<file path="src/rtl/urv_dm_wb_bridge_pkg.sv">
// Shared constants for the uRV data-memory to Wishbone bridge:
// state encoding and the default error-return word.
package urv_dm_wb_bridge_pkg;

    localparam logic [0:0] DMB_IDLE = 1'b0;
    localparam logic [0:0] DMB_BUS  = 1'b1;

    localparam logic [31:0] URV_DMB_ERR_DATA = 32'hDEAD_BEEF;

endpackage

</file>
<file path="src/rtl/urv_dm_wb_bridge.sv">
// Turns uRV data-memory load/store strobes into single-word Wishbone classic
// cycles, with an optional timeout that terminates hung cycles as errors.
module urv_dm_wb_bridge
    import urv_dm_wb_bridge_pkg::*;
#(
    parameter int          TIMEOUT_CYCLES = 255,
    parameter logic [31:0] ERR_DATA       = URV_DMB_ERR_DATA
) (
    input  logic        clk_i,
    input  logic        rst_n_i,
    input  logic [31:0] dm_addr_i,
    input  logic [31:0] dm_data_s_i,
    input  logic [3:0]  dm_data_select_i,
    input  logic        dm_load_i,
    input  logic        dm_store_i,
    output logic        dm_ready_o,
    output logic [31:0] dm_data_l_o,
    output logic        dm_load_done_o,
    output logic        dm_bus_error_o,
    output logic [31:0] wb_adr_o,
    output logic [31:0] wb_dat_o,
    output logic [3:0]  wb_sel_o,
    output logic        wb_we_o,
    output logic        wb_cyc_o,
    output logic        wb_stb_o,
    input  logic [31:0] wb_dat_i,
    input  logic        wb_ack_i,
    input  logic        wb_err_i
);

    // A zero timeout still needs a 1-bit counter so the declarations stay legal.
    localparam int CW = (TIMEOUT_CYCLES > 0) ? $clog2(TIMEOUT_CYCLES + 1) : 1;
    localparam logic [CW-1:0] CNT_LAST = CW'(TIMEOUT_CYCLES - 1);
    localparam logic [CW-1:0] CNT_MAX  = '1;
    localparam bit            TMO_EN   = (TIMEOUT_CYCLES != 0);

    logic [0:0]    state_q, state_d;
    logic [CW-1:0] cnt_q, cnt_d;
    logic [31:0]   adr_q, adr_d;
    logic [31:0]   dat_q, dat_d;
    logic [3:0]    sel_q, sel_d;
    logic          we_q, we_d;
    logic          cyc_q, cyc_d;
    logic [31:0]   data_l_q, data_l_d;
    logic          done_q, done_d;
    logic          berr_q, berr_d;

    logic          timeout_hit;
    logic          term;
    logic          bad;

    assign timeout_hit = TMO_EN && (cnt_q == CNT_LAST);
    assign term        = wb_ack_i | wb_err_i | timeout_hit;
    // ack together with err counts as err; no ack at termination means timeout.
    assign bad         = wb_err_i | ~wb_ack_i;

    always_comb begin
        state_d  = state_q;
        cnt_d    = cnt_q;
        adr_d    = adr_q;
        dat_d    = dat_q;
        sel_d    = sel_q;
        we_d     = we_q;
        cyc_d    = cyc_q;
        data_l_d = data_l_q;
        done_d   = 1'b0;
        berr_d   = 1'b0;
        case (state_q)
            DMB_IDLE: begin
                if (dm_load_i | dm_store_i) begin
                    state_d = DMB_BUS;
                    cyc_d   = 1'b1;
                    adr_d   = {dm_addr_i[31:2], 2'b00};
                    we_d    = dm_store_i & ~dm_load_i;
                    sel_d   = (dm_store_i & ~dm_load_i) ? dm_data_select_i : 4'hF;
                    dat_d   = dm_data_s_i;
                    cnt_d   = '0;
                end
            end
            DMB_BUS: begin
                if (cnt_q != CNT_MAX) begin
                    cnt_d = cnt_q + CW'(1);
                end
                if (term) begin
                    state_d = DMB_IDLE;
                    cyc_d   = 1'b0;
                    berr_d  = bad;
                    if (!we_q) begin
                        done_d   = 1'b1;
                        data_l_d = bad ? ERR_DATA : wb_dat_i;
                    end
                end
            end
            default: begin
                state_d = DMB_IDLE;
                cyc_d   = 1'b0;
            end
        endcase
    end

    always_ff @(posedge clk_i or negedge rst_n_i) begin
        if (!rst_n_i) begin
            state_q  <= DMB_IDLE;
            cnt_q    <= '0;
            adr_q    <= '0;
            dat_q    <= '0;
            sel_q    <= '0;
            we_q     <= 1'b0;
            cyc_q    <= 1'b0;
            data_l_q <= '0;
            done_q   <= 1'b0;
            berr_q   <= 1'b0;
        end else begin
            state_q  <= state_d;
            cnt_q    <= cnt_d;
            adr_q    <= adr_d;
            dat_q    <= dat_d;
            sel_q    <= sel_d;
            we_q     <= we_d;
            cyc_q    <= cyc_d;
            data_l_q <= data_l_d;
            done_q   <= done_d;
            berr_q   <= berr_d;
        end
    end

    assign dm_ready_o     = (state_q == DMB_IDLE);
    assign dm_data_l_o    = data_l_q;
    assign dm_load_done_o = done_q;
    assign dm_bus_error_o = berr_q;
    assign wb_adr_o       = adr_q;
    assign wb_dat_o       = dat_q;
    assign wb_sel_o       = sel_q;
    assign wb_we_o        = we_q;
    assign wb_cyc_o       = cyc_q;
    assign wb_stb_o       = cyc_q;

endmodule
</file>
<file path="config.mk">
export PLATFORM = sky130hd
export DESIGN_NAME = urv_dm_wb_bridge
export DESIGN_NICKNAME = d
export VERILOG_FILES = /design/src/rtl/urv_dm_wb_bridge_pkg.sv /design/src/rtl/urv_dm_wb_bridge.sv
export SDC_FILE = /design/constraint.sdc
export NUM_CORES = 1
export LEC_CHECK = 0
export ABC_AREA = 1
export CAP_MARGIN = 20
export CORE_UTILIZATION = 42
export CTS_BUF_LIST = sky130_fd_sc_hd__clkbuf_8
export DETAILED_ROUTE_END_ITERATION = 16
export PLACE_DENSITY = 0.93
export SLEW_MARGIN = 5
export SYNTH_ARGS = -nofsm -noshare
export SYNTH_HDL_FRONTEND = slang
export SYNTH_SLANG_ARGS = --single-unit
</file>
<file path="constraint.sdc">
create_clock -name clk_i -period 2.5 [get_ports clk_i]
set_input_delay 0.25 -clock clk_i [delete_from_list [all_inputs] [get_ports clk_i]]
set_output_delay 0.25 -clock clk_i [all_outputs]
set_load 0.02 [all_outputs]
</file>
==> run summary <==
Status = finished clean
H-tree depth = 3
Clock root buffer = clkbuf_8
First-pass GRT wire length = 19820 um
Power Total = 6.321 mW
Setup TNS Final = 0 ns
Largest net degree at the start of global routing = 71
Share of layout cells above drive strength 1 = 0.05803
Core area = 0.01089 mm^2
Initial DRC Count = 254
Vias = 4249
CTS clk-pin slew, worst paths = 0.12 ns
Initial antenna violation count = 0
Crit path capture type = primary output
Crit path DAT = 1.65 ns
GPL Wtd Cong = 0.7652
Startpoint Class = flop
IO Port Bufs = 207
Fill cells = 829
GRT Overall Usage = 0.2197
Tcrit/Tclk final = 0.7584
Finished Cell Area = 0.007057 mm^2
Critical path type = flop to primary output
FF+latch count, synth = 111
Worst skew pair latency = 0.36 ns
Syn avg cell area = 8.805 um^2
Die area = 0.01164 mm^2
Worst EP required = 2.25 ns
CTS tree = yes
Post-synth EDFFs = 0
Clock Skews = 0.02110 ns
Worst Setup Slack post-DPL = 0.6419 ns
Final Critical Period = 1.896 ns
Post-CTS resize count = 0
CTS Buf Count = 9
P_leak = 3.408 nW
Hold Crit Class = input port to asynchronous set/reset pin
Placed Area = 0.006859 mm^2
RSZ-0062 raised after global routing = false
I/O pin count = 212
Clock Sinks = 111
YS warnings = 0
Die X = 107.9 um
Peak VDD IR = 0.5000 mV
CP startpoint = state_q
CP Max Fanout = 8
Detailed-route DRC error count = 0
Max-cap violations = 0
Peak Freq = 0.5274 GHz
DRT Wirelength = 12470 um
ANT nets after route = 0
Area delta synth->final = 49.80%
Top cells by area, synth = dfrtp_1 (59%), nand2_1 (23%), nand3_1 (3.3%), or2_1 (2.7%), buf_6 (1.7%)
Min setup slack post-route = 0.6039 ns
Cell taking the most area after synthesis = dfrtp_1
R2r endpoint = dm_data_l_o[27]
Placed Cells = 864
Final Hold Viols = 0
Setup-failing EPs final = 0
ANT cells = 0
Share of the synthesized area in the top cell type = 0.5896
Grt ovf = 0
Critical Path End = dm_ready_o
Crit-path cells = inv_4 > clkdlybuf4s50_1
Sequential share of the synthesized area = 0.5896
Vias per std cell = 4.823
Synth Cell Area = 0.004711 mm^2
Initial Utilization = 0.4327
Row cnt = 38
Most used DFF post-synth = dfrtp_1
Crit-path slowest cell = clkdlybuf4s50_1
Asr flop ratio synth = 1.000
Final slew viol count = 0
Drt pass-1 iters = 4
Largest buffer count on any clock path = 2
Distinct cell type count after synthesis = 27
Drt wl/cell = 14.16 um
Pwr Density = 895.7 mW/mm^2
Die H = 107.9 um
Cell count after synthesis = 535
Dpl hpwl = 9133 um
Commonest cells post-synth = nand2_1 (283), dfrtp_1 (111), nand3_1 (31), or2_1 (20), inv_1 (12)
Reg2reg start = cnt_q[0]
Largest stage delay, worst path = 0.62 ns
Post-CTS Setup Bufs = 0
Most common cell in the netlist = nand2_1
Finished Layout Cells = 881
Worst-case reg-to-reg path depth = 7
Vias in the first global route = 4230
Final Net Count = 844
Reg2Reg Setup Slack = 0.75 ns
-- timing repair --
action	CTS	global route
hold endpoints to repair	25	0
hold buffers	1	0
endpoints found under the setup margin	0	0
-- critical path: cells and delay by family, from the launching register on --
| family | cells | cell delay (ns) |
|---|---|---|
| flops | 1 | 0.51 |
| buf+inv | 2 | 0.77 |
-- layout by cell type (no fill, tap or decap), types with 5 or more instances in the layout --
cell type and count:
buf_4 9, clkbuf_8 10, clkdlybuf4s50_1 206, dfrtp_1 111, inv_1 12, nand2_1 283, nand3_1 31, nand3b_1 9
nor2_1 7, o21ai_0 7, or2_1 20, or2_2 5
-- flip-flops by register name, summed over array words and instances (netlist names) --
| register | count |
|---|---|
| wb_cyc_o | 1 |
| wb_we_o | 1 |
| cnt_q | 8 |
| dm_data_l_o | 32 |
| dm_bus_error_o | 1 |
| dm_load_done_o | 1 |
| wb_sel_o | 4 |
| wb_dat_o | 32 |
| wb_adr_o | 30 |
| state_q | 1 |
-- how the worst min path moves through the flow --
| stage | to | slack (ns) | start |
|---|---|---|---|
| floorplan | cnt_q[0] | -0.05 | rst_n_i |
| finish | dm_data_l_o[25] | 0.35 | rst_n_i |
| CTS | dm_data_l_o[30] | 0.33 | rst_n_i |
| detailed placement | dm_data_l_o[5] | 0.19 | rst_n_i |
| global route | dm_data_l_o[25] | 0.36 | rst_n_i |
| global placement | dm_data_l_o[5] | 0.20 | rst_n_i |
-- kinds of logic (layout without fill, tap and decap cells) --
logic type	after synthesis	in the layout	synth area share
DFF	111	111	0.5896
buffers and inverters	44	249	0.05657
xor gates and xnor gates	2	2	0.003719
AOI/OAI and AO/OA	12	12	0.01673
adders and majority gates	2	2	0.005311
other	1	2	0.0007960
and+or+nand+nor	363	363	0.3272
-- metrics by stage --
stage                     hold WS [ns]  utilization
final                           0.3548       0.6481
after global routing            0.3638       0.6481
after CTS                       0.3256       0.6481
after detailed placement        0.1944       0.6300
after global placement          0.1967       0.6300
after floorplan               -0.04559            -
-- area by class of cell --
cell class	instances	area, um^2	share of cell area
clock buffer	10	137.6	0.01950
inverter	15	58.81	0.008333
timing repair buffer	218	2180	0.3089
tap	140	175.2	0.02482
clock inverter	6	50.05	0.007092
sequential	111	2778	0.3936
multi-input combinational	381	1678	0.2378
-- layer usage --
layer  vias to the layer above  global-route usage  routed length [um]
met5                         -                   0                   0
met4                         0             0.06262                 172
met3                        16             0.07082                1254
met2                       192              0.3695                5840
met1                      2001              0.2706                5206
li1                       2040                   -                   -
-- power by group --
group / total [mW] / internal, mW / switching, mW
sequential: 2.60 / 2.30 / 0.304
combinational: 2.69 / 1.25 / 1.44
clock: 1.03 / 0.407 / 0.622
total: 6.32 / 3.96 / 2.37
(Power assumes the default switching activity.)
